<file path="src/rtl/pipe_nav_fsm.sv">
// pipe_nav_fsm: right-hand wall-following navigation controller for the pipe
// robot. Senses on an arrival strobe, services maintenance requests for a fixed
// dwell, picks a turn, then drives for a fixed number of cycles while stepping
// its grid location (saturating at the edges) until a step limit is reached.
module pipe_nav_fsm #(
  parameter int unsigned COORD_W   = 4,
  parameter int unsigned GRID_ROWS = 16,
  parameter int unsigned GRID_COLS = 16,
  parameter int unsigned SVC_CYC   = 4,
  parameter int unsigned MOVE_CYC  = 2,
  parameter int unsigned STEP_W    = 8,
  parameter int unsigned MAX_STEPS = 255
) (
  input  logic                 clk,
  input  logic                 rst,
  input  logic [1:0]           onoff,
  input  logic [2*COORD_W-1:0] strt_lcn,
  input  logic                 sns_vld,
  input  logic [3:0]           mtn_sensor,
  input  logic [3:0]           cmps,
  input  logic [2:0]           wll,
  output logic [1:0]           turn,
  output logic [3:0]           facing_dir,
  output logic                 driving,
  output logic [2*COORD_W-1:0] location,
  output logic [2:0]           action,
  output logic [2:0]           c_state,
  output logic [STEP_W-1:0]    step_cnt,
  output logic                 done
);

  localparam int unsigned CNT_MAX = (SVC_CYC > MOVE_CYC) ? SVC_CYC : MOVE_CYC;
  localparam int unsigned CNT_W   = (CNT_MAX < 2) ? 1 : $clog2(CNT_MAX);

  typedef enum logic [2:0] {
    S_IDLE    = 3'd0,
    S_SENSE   = 3'd1,
    S_SERVICE = 3'd2,
    S_DECIDE  = 3'd3,
    S_MOVE    = 3'd4,
    S_HALT    = 3'd5
  } state_t;

  localparam logic [3:0] DIR_N = 4'b1000;
  localparam logic [3:0] DIR_E = 4'b0100;
  localparam logic [3:0] DIR_S = 4'b0010;
  localparam logic [3:0] DIR_W = 4'b0001;

  state_t               r_state,   w_state;
  logic [1:0]           r_turn,    w_turn;
  logic [3:0]           r_facing,  w_facing;
  logic                 r_driving, w_driving;
  logic [2*COORD_W-1:0] r_loc,     w_loc;
  logic [2:0]           r_action,  w_action;
  logic [STEP_W-1:0]    r_step,    w_step;
  logic                 r_done,    w_done;
  logic [2:0]           r_wll,     w_wll;
  logic [CNT_W-1:0]     r_cnt,     w_cnt;

  logic [COORD_W-1:0]   w_row, w_col, w_row_nxt, w_col_nxt;
  logic [STEP_W-1:0]    w_step_inc;
  logic [2:0]           w_req_action;

  assign w_row      = r_loc[2*COORD_W-1:COORD_W];
  assign w_col      = r_loc[COORD_W-1:0];
  assign w_step_inc = r_step + 1'b1;

  // Highest pending maintenance bit wins; encoded as bit index + 1.
  always_comb begin
    w_req_action = 3'd0;
    if (mtn_sensor[3])      w_req_action = 3'd4;
    else if (mtn_sensor[2]) w_req_action = 3'd3;
    else if (mtn_sensor[1]) w_req_action = 3'd2;
    else if (mtn_sensor[0]) w_req_action = 3'd1;
  end

  // One-cell step in the current heading, clamped to the grid bounds.
  always_comb begin
    w_row_nxt = w_row;
    w_col_nxt = w_col;
    case (r_facing)
      DIR_N: if (w_row != '0) w_row_nxt = w_row - 1'b1;
      DIR_S: if (w_row < COORD_W'(GRID_ROWS - 1)) w_row_nxt = w_row + 1'b1;
      DIR_E: if (w_col < COORD_W'(GRID_COLS - 1)) w_col_nxt = w_col + 1'b1;
      DIR_W: if (w_col != '0) w_col_nxt = w_col - 1'b1;
      default: ;
    endcase
  end

  // Next-state and next-output logic; every output is taken from a register.
  always_comb begin
    w_state   = r_state;
    w_turn    = r_turn;
    w_facing  = r_facing;
    w_driving = r_driving;
    w_loc     = r_loc;
    w_action  = r_action;
    w_step    = r_step;
    w_done    = r_done;
    w_wll     = r_wll;
    w_cnt     = r_cnt;

    if (onoff == 2'b10) begin
      w_state   = S_IDLE;
      w_driving = 1'b0;
      w_action  = '0;
      w_turn    = '0;
      w_done    = 1'b0;
      w_cnt     = '0;
    end else begin
      case (r_state)
        S_IDLE, S_HALT: begin
          if (onoff == 2'b01) begin
            w_loc    = strt_lcn;
            w_facing = DIR_N;
            w_step   = '0;
            w_done   = 1'b0;
            w_state  = S_SENSE;
          end
        end
        S_SENSE: begin
          if (sns_vld) begin
            w_wll = wll;
            if ($onehot(cmps)) w_facing = cmps;
            w_cnt = '0;
            if (mtn_sensor != '0) begin
              w_action = w_req_action;
              w_state  = S_SERVICE;
            end else begin
              w_state  = S_DECIDE;
            end
          end
        end
        S_SERVICE: begin
          if (r_cnt == CNT_W'(SVC_CYC - 1)) begin
            w_action = '0;
            w_state  = S_DECIDE;
          end else begin
            w_cnt = r_cnt + 1'b1;
          end
        end
        S_DECIDE: begin
          // wll is {left, front, right}; right-hand rule checks right first.
          if (!r_wll[0]) begin
            w_turn   = 2'b10;
            w_facing = {r_facing[0], r_facing[3:1]};
          end else if (!r_wll[1]) begin
            w_turn   = 2'b00;
          end else if (!r_wll[2]) begin
            w_turn   = 2'b01;
            w_facing = {r_facing[2:0], r_facing[3]};
          end else begin
            w_turn   = 2'b11;
            w_facing = {r_facing[1:0], r_facing[3:2]};
          end
          w_driving = 1'b1;
          w_cnt     = '0;
          w_state   = S_MOVE;
        end
        S_MOVE: begin
          if (r_cnt == CNT_W'(MOVE_CYC - 1)) begin
            w_loc     = {w_row_nxt, w_col_nxt};
            w_step    = w_step_inc;
            w_driving = 1'b0;
            w_turn    = '0;
            if (w_step_inc == STEP_W'(MAX_STEPS)) begin
              w_done  = 1'b1;
              w_state = S_HALT;
            end else begin
              w_state = S_SENSE;
            end
          end else begin
            w_cnt = r_cnt + 1'b1;
          end
        end
        default: w_state = S_IDLE;
      endcase
    end
  end

  // State and output registers with asynchronous clear.
  always_ff @(posedge clk or posedge rst) begin
    if (rst) begin
      r_state   <= S_IDLE;
      r_turn    <= '0;
      r_facing  <= '0;
      r_driving <= 1'b0;
      r_loc     <= '0;
      r_action  <= '0;
      r_step    <= '0;
      r_done    <= 1'b0;
      r_wll     <= '0;
      r_cnt     <= '0;
    end else begin
      r_state   <= w_state;
      r_turn    <= w_turn;
      r_facing  <= w_facing;
      r_driving <= w_driving;
      r_loc     <= w_loc;
      r_action  <= w_action;
      r_step    <= w_step;
      r_done    <= w_done;
      r_wll     <= w_wll;
      r_cnt     <= w_cnt;
    end
  end

  assign turn       = r_turn;
  assign facing_dir = r_facing;
  assign driving    = r_driving;
  assign location   = r_loc;
  assign action     = r_action;
  assign c_state    = r_state;
  assign step_cnt   = r_step;
  assign done       = r_done;

endmodule

</file>
<file path="config.mk">
export PLATFORM = sky130hd
export DESIGN_NAME = pipe_nav_fsm
export DESIGN_NICKNAME = d
export VERILOG_FILES = /design/src/rtl/pipe_nav_fsm.sv
export SDC_FILE = /design/constraint.sdc
export NUM_CORES = 1
export LEC_CHECK = 0
export BUFFER_PORTS_ARGS = -buffer_cell sky130_fd_sc_hd__buf_2
export CORE_MARGIN = 4
export CORE_UTILIZATION = 46
export CTS_BUF_LIST = sky130_fd_sc_hd__clkbuf_8 sky130_fd_sc_hd__clkbuf_16
export CTS_CLUSTER_DIAMETER = 30
export DETAILED_ROUTE_END_ITERATION = 16
export PLACE_DENSITY = 0.77
export SLEW_MARGIN = 0
export SYNTH_ARGS = -nofsm -noshare
export SYNTH_HDL_FRONTEND = slang
export SYNTH_SLANG_ARGS = --single-unit
export TNS_END_PERCENT = 30
</file>
<file path="constraint.sdc">
create_clock -name clk -period 6.1 [get_ports clk]
set_input_delay 0.305 -clock clk [delete_from_list [all_inputs] [get_ports clk]]
set_output_delay 0.305 -clock clk [all_outputs]
set_load 0.02 [all_outputs]
</file>
* Word-level counts from Yosys, hierarchy flattened
Cells that the tools add are included.
W data, S select, Z words.
** Operators by class
- $add $sub $neg :: 9
- Order comparisons :: 2
- Eq/ne operators :: 34
- Mux-type cells :: 55
- Bitwise gates (word level) :: 1
- Reductions and logical operators :: 21
** Operator list (number)
- $mux W4 :: 10
- $ne A3 B3 Y1 const B :: 13
- $mux W3 :: 11
- $mux W8 :: 4
- $pmux W8 S2 :: 2
- $mux W2 :: 11
- $reduce_and A4 Y1 :: 5
- $pmux W4 S2 :: 2
- $pmux W3 S5 :: 1
- $reduce_and A7 Y1 :: 2
- $pmux W4 S3 :: 1
- $reduce_bool A3 Y1 :: 4
- $reduce_bool A4 Y1 :: 3
- $add A4 B1 Y4 const B :: 2
- $add A8 B1 Y8 const B :: 1
- $eq A8 B8 Y1 const B :: 1
- $lt A4 B4 Y1 const B :: 2
- $mux W1 :: 8
- $ne A2 B2 Y1 const B :: 4
- $pmux W2 S4 :: 1
- $sub A4 B1 Y4 const B :: 2
- $eq A3 B1 Y1 const B :: 2
- $eq A3 B2 Y1 const B :: 2
- $eq A3 B3 Y1 const B :: 2
- other kinds (21) :: 26
** Storage, ports and cells
- Register bits :: 35
- Bits of input ports :: 24

* Depth between registers and ports, before layout
Gate-level depths: netlist of the first run.
- Depth in word-level cells :: 8
- Gate-level depth with buffers :: 10
- Gate-level depth less buffers :: 10

* Least setup slack after synthesis of the first run
Ideal clock, no wire load.
- Path kind :: input -> register
- Start :: input port cmps[0]
- End :: register r_facing[0], in the netlist facing_dir[0]
- Setup time :: 0.128 ns
- Arrival time :: 2.166 ns
- Required time :: 5.972 ns
- Setup slack :: 3.807 ns
- Stages :: 10
- Path buffers :: 0
- Path through :: inv_1 fa_1 inv_1 ha_1 ha_1 nor2_1 a311oi_1 nor2_1 o21ai_1 mux2_1
** On the way
- Longest elaborated chain between the ends :: 5
- Elaborated cells on any way between the ends :: 8
- Those cells by class :: 2 x add/sub; 2 x eq/ne; 3 x mux; 1 x reduce/logical
** RTL lines
- start: declaration :: line 20 : input logic [3:0] cmps,
- $add A1 B1 Y2 (not written as such) :: line 124 : if ($onehot(cmps)) w_facing = cmps;
- $add A2 B2 Y3 (not written as such) :: line 124
- $eq A3 B1 Y1 :: line 124
- $ne A2 B2 Y1 (no line)
- $reduce_and A6 Y1 (no line)
- end signal: assignment :: line 197 : r_facing <= w_facing;
- end: declaration :: line 51 : logic [3:0] r_facing, w_facing;
Several ways; a longest one is shown, not always the timed one. The select of a mux whose other input is x is not followed.
A chain may end at the register's enable or synchronous reset.

* Worst setup path after layout of the first run
- Start :: register r_facing[2], in the netlist facing_dir[2]
- End :: register r_loc[7], in the netlist location[7]
** On the way
- Longest elaborated chain between the ends :: 4
- Elaborated cells on any way between the ends :: 9
- Those cells by class :: 5 x eq/ne; 3 x mux; 1 x reduce/logical
** RTL lines
- $eq A4 B2 Y1 or $eq A4 B4 Y1 (tied branches) :: line 81 : case (r_facing)
- $pmux W4 S2 :: line 81
- $mux W8 :: line 161 : if (r_cnt == CNT_W'(MOVE_CYC - 1)) begin
- $pmux W8 S2 :: line 111 : case (r_state)
- end signal: assignment :: line 199 : r_loc <= w_loc;
- end: declaration :: line 53 : logic [2*COORD_W-1:0] r_loc, w_loc;
Several ways; a longest one is shown, not always the timed one. The select of a mux whose other input is x is not followed.

==> results of run 1 <==
## worst paths after layout
kind | from | to | slack, ns
hold reg to reg | action[1] | action[1] | 0.51
setup reg to reg | facing_dir[2] | location[7] | 3.76
hold / removal | rst | step_cnt[7] | 0.1
max in group asynchronous | rst | step_cnt[1] | 5.65
min in group clk | wll[2] | r_wll[2] | 0.24
setup / recovery | facing_dir[2] | location[7] | 3.76
## state kept, by name, summed over array words and instances (netlist names)
| register | flops |
|---|---|
| action | 3 |
| c_state | 3 |
| done | 1 |
| driving | 1 |
| facing_dir | 4 |
| location | 8 |
| r_cnt | 2 |
| r_wll | 3 |
| step_cnt | 8 |
| turn | 2 |
## synthesized netlist by cell type (4+ instances only)
| cell | number | share of area |
|---|---|---|
| nand2b_1 | 6 | 0.015 |
| o21ai_1 | 18 | 0.036 |
| mux2i_1 | 11 | 0.044 |
| or3_1 | 7 | 0.018 |
| nor2_1 | 26 | 0.039 |
| dfrtp_1 | 35 | 0.35 |
| nor3_1 | 4 | 0.0081 |
| ha_1 | 12 | 0.060 |
| inv_1 | 16 | 0.024 |
| nand3_1 | 10 | 0.020 |
| nand2_1 | 24 | 0.036 |
| xnor2_1 | 4 | 0.014 |
| a21oi_1 | 25 | 0.050 |
| mux2_1 | 7 | 0.032 |
| nor2b_1 | 6 | 0.015 |
| clkbuf_1 | 6 | 0.0091 |
## layer usage
metal  global-route usage  routed length [um]  vias to the layer above
met5                    0                   0                        -
met4               0.0659                  76                        0
met3               0.0384                 299                        8
met2                0.300                2610                       58
met1                0.248                2700                     1047
li1                     -                   -                     1116
## logic make-up after synthesis
| group | after synthesis |
|---|---|
| multiplexers | 18 |
| flip-flops | 35 |
| AO/OA/AOI/OAI | 76 |
| adder cells (fa/ha/maj) | 15 |
| buffers and inverters | 28 |
| AND/OR/NAND/NOR | 103 |
| XOR/XNOR | 6 |
## tightest hold or removal path, cell delays in order
cell   delay, ns
buf_2       0.09
inv_1       0.04
buf_4       0.38
## power breakdown
part	internal, mW	switching [mW]
sequential	0.302	0.141
clock	0.0886	0.0830
combinational	0.241	0.311
## final cells by class
class	count	area share
tap	70	0.0302
inverter	19	0.0246
clock buffer	6	0.0285
multi-input combinational	218	0.518
sequential	35	0.302
timing repair buffer	54	0.0942
clock inverter	1	0.00173
==> impl_metrics.yaml, run 1 <==
synth:
  synth-simple-area-share: 0.220
  synth.area.mux_share: 0.0760
  synthAdderAreaFrac: 0.0846
  synth_seq_cells: 35
  synth-edff-count: 0
  ys.warnings.count: 0
  synth-compound-area-share: 0.203
  synthArstFlopShare: 1.00
  synthCells: 281
  ys_types: 60
  syn_area_sq_mm: 0.00248
  synth.avg_cell_area_sq_um: 8.84
  ys_seq_area_frac: 0.352
  synth_top_family_by_area: "simple AND/OR/NAND/NOR gates"
  syn-num-nets: 320
  dominantRegCellSynth: "dfrtp_1"
  synth-xor-area-share: 0.0211
critical_path:
  crit_path_max_incr_delay_ns: 0.62
  slowest_stage: "or4b_4"
  cp.depth: 7
  crit_buf_inv: 0
  crit_path_start_kind: "register"
  path_cells: "or4b_4 > ha_1 > a21o_1 > a21oi_1 > xnor2_1 > a31oi_1 > o22a_1"
  rr_worst_depth: 7
  cpLargestDelayFamily: "compound AO/OA/AOI/OAI gates"
  critical_path_class: "reg2reg"
  arrival_ns: 2.52
  worst_ep_required_time_ns: 6.28
  end_kind: "register"
  cp_max_fo: 9
timing:
  period_minus_slack_ns: 2.34
  skew_ns: 0.00751
  clock.fmax_mhz: 427
  finalMaxSlewViolations: 0
  rsz0062_at_grt: "false"
  fin_crit_sh: 0.384
  slew_headroom: 0.435
  tightest_slew_ns: 0.848
  final_hold_viol_count: 0
  whs_ns: 0.0956
  setup_tns_ns: 0
  setup_viol: 0
  worst_slack_ns: 3.76
power_and_ir_drop:
  p_total_mw: 1.17
  ir_drop_mv: 0.270
  pwr_density_cell_mw_per_mm2: 403
  cellLeakagePower_nw: 1.34
clocking:
  ctsHoldBuffers: 0
  numClockSinks: 35
  htreeDepth: 2
  cts-buffers-inserted: 5
  cts_setup_buffers: 0
  cts_resized: 0
  clock-root-buffer: "clkbuf_8"
  cts_tree: "yes"
  clk_latency_ns: 0.29
  cts_buffer_depth: 2
  clk_pin_slew_ns: 0.07
final_layout:
  finish.instance_area_sq_mm: 0.00290
  n_antenna_cell: 0
  finalNonFillerCells: 403
  fillerInstances: 498
  area.sequential_sq_um: 876
  final_nets: 372
  final_cell_mix: "53 x buf_2, 35 x dfrtp_1, 26 x nor2_1"
  syn2layout_area_growth_pct: 16.6
  final_util: 0.560
  multi_input_area_sq_mm: 0.00150
  layout_commonest_cell: "buf_2"
  drive_above_1_share: 0.216
die:
  initial_core_util: 0.480
  die_x_um: 81.5
  fp.dieH_um: 81.5
  coreArea_sq_mm: 0.00517
  die_area_sq_mm: 0.00664
  num_rows: 26
  ioPinCount: 54
placed_design:
  dp_cells: 396
  preCtsSetupSlack_ns: 3.54
  dp_hpwl_um: 4150
  io_buffer_count: 53
  gp_congestion: 0.816
  post_dp_cell_area_sq_mm: 0.00281
grt:
  grt_pass1_wl_um: 9790
  grt_pass1_vias: 2207
  grt.total_usage: 0.186
  grt_antenna_before_repair: 0
  grt_overflow_total: 0
  grt_max_degree: 36
detailed_routing:
  wl_per_cell_um: 14.1
  ant_nets: 0
  vias: 2229
  drt_iter0_drc: 123
  wl_um: 5690
  vias_per_cell: 5.53
  drc: 0
  drt-pass1-iter-count: 4
min_path:
  hp-class: "in2async"
outcome:
  status: "complete, no violations"
job:
  cap_viol_max_count: 0
Note: power is estimated with default switching activity, not from simulation.
==> run 2, diff against run 1 <==
Settings changed: PLACE_DENSITY 0.77 to 0.8.
Clock period 6.1 ns to 2 ns, I/O delays scaled along.
==> impl_metrics.yaml, run 2 (synthesis gave the netlist of run 1 again) <==
detailed_routing:
  drt_iter0_drc: 85
  drt-pass1-iter-count: 4
  wl_um: 6230
  ant_nets: 0
  wl_met3_um: 340
  vias: 2384
  drc: 0
  met1Wirelength_um: 2690
  vias_per_cell: 5.47
  dr_wl_met2_um: 3120
  top_layer: "met4"
  wl_per_cell_um: 14.3
critical_path:
  crit_path_max_incr_delay_ns: 0.58
  cp.depth: 7
  critical_path_class: "reg2reg"
  end_kind: "register"
  crit_buf_inv: 0
  worst_ep_required_time_ns: 2.19
  cpLargestDelayFamily: "compound AO/OA/AOI/OAI gates"
  slowest_stage: "or4b_4"
  path_cells: "or4b_4 > ha_4 > a21o_1 > a21oi_2 > xnor2_1 > a31oi_1 > o22a_1"
  crit_path_start_kind: "register"
  arrival_ns: 2.28
  rr_worst_depth: 7
  cp_max_fo: 3
timing:
  setup_viol: 4
  worst_slack_ns: -0.0883
  slew_headroom: 0.599
  tightest_slew_ns: 0.600
  period_minus_slack_ns: 2.09
  skew_ns: 0.00901
  clock.fmax_mhz: 479
  final_hold_viol_count: 0
  rsz0062_at_grt: "true"
  finalMaxSlewViolations: 0
  fin_crit_sh: 1.04
placed_design:
  post_dp_cell_area_sq_mm: 0.00308
  dp_hpwl_um: 4780
  gp_congestion: 0.856
  io_buffer_count: 53
min_path:
  hp-class: "in2reg"
  whs_path_depth: 2
outcome:
  status: "finished with violations"
  violations: "negative setup slack"
grt:
  grt_pass1_vias: 2301
  grt_overflow_total: 0
  grt.total_usage: 0.199
  grt_antenna_before_repair: 0
  grt_max_degree: 36
  grt_pass1_wl_um: 10400
clocking:
  clk_pin_slew_ns: 0.07
  numClockSinks: 35
  clock-root-buffer: "clkbuf_8"
  clk_latency_ns: 0.30
  cts-buffers-inserted: 5
  htreeDepth: 2
  cts_buffer_depth: 2
  cts_tree: "yes"
final_layout:
  layout_commonest_cell: "buf_2"
  syn2layout_area_growth_pct: 29.9
  finish.instance_area_sq_mm: 0.00323
  n_antenna_cell: 0
  final_nets: 404
  drive_above_1_share: 0.328
  final_cell_mix: "53 x buf_2, 32 x dfrtp_1, 32 x buf_4"
  fillerInstances: 440
die:
  coreArea_sq_mm: 0.00517
  die_area_sq_mm: 0.00664
  fp.dieH_um: 81.5
  num_rows: 26
  die_x_um: 81.5
  ioPinCount: 54
  initial_core_util: 0.480
job:
  cap_viol_max_count: 0
power_and_ir_drop:
  swShare: 0.439
  pwr_density_cell_mw_per_mm2: 1240
  cellLeakagePower_nw: 1.52
  ir_drop_mv: 0.803
  intPower_mw: 2.24
  p_sw_mw: 1.76
  p_total_mw: 4.00
  clockPowerShare: 0.142
  power_frac_comb: 0.544
  p_seq_frac: 0.314
[run 2: cell count changes in the layout (fill, tap and decap cells not counted), moves of 3 or more]
cell     before  now
buf_4         1   32
dfrtp_1      35   32
dfrtp_2       0    3
mux2_1        7    3
mux2_4        0    4
[run 2: layout make-up]
type	count	area (sq um)	area share
clock buffer	7	96.3	0.0298
clock inverter	1	3.75	0.00116
inverter	19	76.3	0.0236
multi-input combinational	218	1570	0.486
sequential	35	880	0.272
tap	70	87.6	0.0271
timing repair buffer	86	515	0.160
[run 2: worst paths after layout]
check | start | endpoint | slack, ns
max in group asynchronous | rst | facing_dir[1] | 1.18
min in group asynchronous | rst | step_cnt[5] | 0.47
setup reg to reg | facing_dir[2] | location[7] | -0.09
hold reg to reg | action[1] | action[1] | 0.49
setup / recovery | facing_dir[2] | location[7] | -0.09
hold / removal | wll[0] | r_wll[0] | 0.03
[run 2: stage by stage]
step | worst slack (ns) | hold slack (ns) | TNS [ns] | util | instances
2_1_floorplan | -0.141 | 0.222 | -0.572 | - | 281
3_5_place_dp | -0.320 | 0.235 | -1.45 | 0.595 | 426
6_report | -0.0883 | 0.0258 | -0.252 | 0.624 | 436
3_3_place_gp | -0.251 | 0.225 | -1.09 | 0.595 | 426
5_1_grt | -0.175 | 0.0267 | -0.817 | 0.624 | 436
4_1_cts | -0.0862 | 0.0224 | -0.276 | 0.616 | 435
[run 2: power groups by stage]
stage	combinational (mW)	sequential, mW	clock [mW]
global placement	2.02	1.24	0
detailed placement	2.08	1.26	0
global route	2.42	1.29	0.602
CTS	2.09	1.25	0.581
floorplan	1.24	1.39	0
finish	2.17	1.25	0.569
[run 2: repair_timing]
item / in CTS / in global routing
resized for setup: 0 / 9
setup endpoints to repair: 4 / 15
hold endpoints to repair: 35 / 0
buffers inserted: 0 / 1
pin swaps: 0 / 6
hold buffers: 1 / 0
[run 2: routing by layer]
metal,GRT usage,vias to the layer above
met1,0.247,1135
met5,0,-
met3,0.0373,9
met2,0.346,55
li1,-,1185
met4,0.0676,0
==> run 3, diff against run 2 <==
Settings changed: TNS_END_PERCENT 30 to unset.
==> impl_metrics.yaml, run 3 (synthesis gave the netlist of run 1 again) <==
critical_path:
  r2r-start: "facing_dir[2]"
  crit_path_start_kind: "register"
  reg2reg_slack_ns: -0.09
  r2r_end: "location[3]"
  critical_path_class: "reg2reg"
  worst_ep_required_time_ns: 2.17
  cp_max_fo: 4
  arrival_ns: 2.26
  rr_worst_depth: 8
  end_kind: "register"
min_path:
  whs_path_depth: 2
  hp-start: "wll[0]"
  hp-class: "in2reg"
  whs_endpoint: "r_wll[0]"
timing:
  setup_viol: 4
  slew_headroom: 0.673
  skew_ns: 0.00630
  finalMaxSlewViolations: 0
  period_minus_slack_ns: 2.09
  worst_slack_ns: -0.0938
  tightest_slew_ns: 0.486
  clock.fmax_mhz: 478
  fin_crit_sh: 1.05
  final_hold_viol_count: 0
  rsz0062_at_grt: "true"
detailed_routing:
  vias: 2434
  drt-pass1-iter-count: 4
  wl_per_cell_um: 14.3
  ant_nets: 0
  wl_um: 6290
  drc: 0
  vias_per_cell: 5.54
  drt_iter0_drc: 124
placed_design:
  gp_congestion: 0.832
  io_buffer_count: 53
  dp_hpwl_um: 4700
  dp_cells: 426
die:
  coreArea_sq_mm: 0.00517
  num_rows: 26
  ioPinCount: 54
  initial_core_util: 0.480
  die_area_sq_mm: 0.00664
  fp.dieH_um: 81.5
  die_x_um: 81.5
grt:
  grt_pass1_vias: 2306
  grt.total_usage: 0.199
  grt_pass1_wl_um: 10300
  grt_overflow_total: 0
  grt_max_degree: 36
  grt_antenna_before_repair: 0
final_layout:
  final_cell_mix: "53 x buf_2, 31 x dfrtp_1, 31 x buf_4"
  layout_commonest_cell: "buf_2"
  n_antenna_cell: 0
  syn2layout_area_growth_pct: 33.3
  final_nets: 407
  final_util: 0.640
  fillerInstances: 426
  finalNonFillerCells: 439
  drive_above_1_share: 0.341
job:
  cap_viol_max_count: 0
clocking:
  htreeDepth: 2
  clk_latency_ns: 0.29
  clock-root-buffer: "clkbuf_8"
  cts_tree: "yes"
  clk_pin_slew_ns: 0.07
  cts_buffer_depth: 2
  cts-buffers-inserted: 5
  numClockSinks: 35
power_and_ir_drop:
  ir_drop_mv: 0.520
  pwr_density_cell_mw_per_mm2: 1210
  cellLeakagePower_nw: 1.54
outcome:
  violations: "negative setup slack"
  status: "finished with violations"
-- run 3: cell count changes in the layout (fill, tap and decap cells not counted), moves of 2 or more --
cell      previous run  this run
buf_12               0         2
buf_6                0         2
clkbuf_8             7         5
clkinv_2             0         3
mux2_1               3         7
mux2_4               4         0
xnor2_1              4         2
xnor2_2              0         2
-- run 3: layer usage --
layer | global-route usage | up-vias | wire (um)
li1 | - | 1197 | -
met1 | 0.251 | 1164 | 2650
met2 | 0.342 | 65 | 3210
met3 | 0.0406 | 8 | 343
met4 | 0.0608 | 0 | 87
met5 | 0 | - | 0
-- run 3: layout make-up --
cell class	count	area, sq um	share of cell area
well taps	70	87.6	0.0264
flip-flops and latches	35	881	0.266
clock inverters	3	15.0	0.00453
repair buffers	89	571	0.172
multi-input cells	218	1610	0.487
clock buffers	5	68.8	0.0208
inverters	19	76.3	0.0230
-- run 3: worst max-delay path by stage --
stage	slack, ns	endpoint	from	depth (start not counted)
floorplan	-0.14	location[7]	facing_dir[0]	7
global placement	-0.12	facing_dir[0]	cmps[0]	11
detailed placement	-0.18	facing_dir[0]	cmps[0]	11
CTS	-0.10	location[3]	facing_dir[1]	8
global route	-0.19	location[7]	facing_dir[0]	7
finish	-0.09	location[3]	facing_dir[2]	8
-- run 3: what timing repair did --
item,4_1_cts,5_1_grt
pin swaps,1,12
hold buffers,1,0
endpoints found under the setup margin,3,12
buffers inserted,1,3
resized for setup,3,11
endpoints found under the hold margin,35,0
-- run 3: metrics by stage --
stage / area [sq um] / setup TNS [ns] / worst slack (ns) / total power, mW / hold slack (ns)
detailed placement: 3090 / -0.964 / -0.176 / 3.37 / 0.229
CTS: 3210 / -0.189 / -0.101 / 3.93 / 0.0186
global route: 3310 / -0.697 / -0.187 / 4.35 / 0.0251
finish: 3310 / -0.223 / -0.0938 / 4.00 / 0.0265
global placement: 3090 / -0.615 / -0.124 / 3.29 / 0.224
floorplan: 2530 / -0.215 / -0.141 / 2.64 / 0.222
-- run 3: where the power goes --
group / internal [mW] / leakage, nW / switching [mW]
registers: 0.928 / 0.449 / 0.345
clock network: 0.238 / 0.0477 / 0.262
logic: 1.05 / 1.05 / 1.18
-- run 3: critical path: stages (launching register included) --
cell and delay (ns):
dfrtp_2 0.42, or4b_4 0.58, clkinv_4 0.09, ha_4 0.19, a21o_1 0.16, a21oi_2 0.18
xnor2_2 0.15, o21bai_1 0.08, o2bb2ai_1 0.12
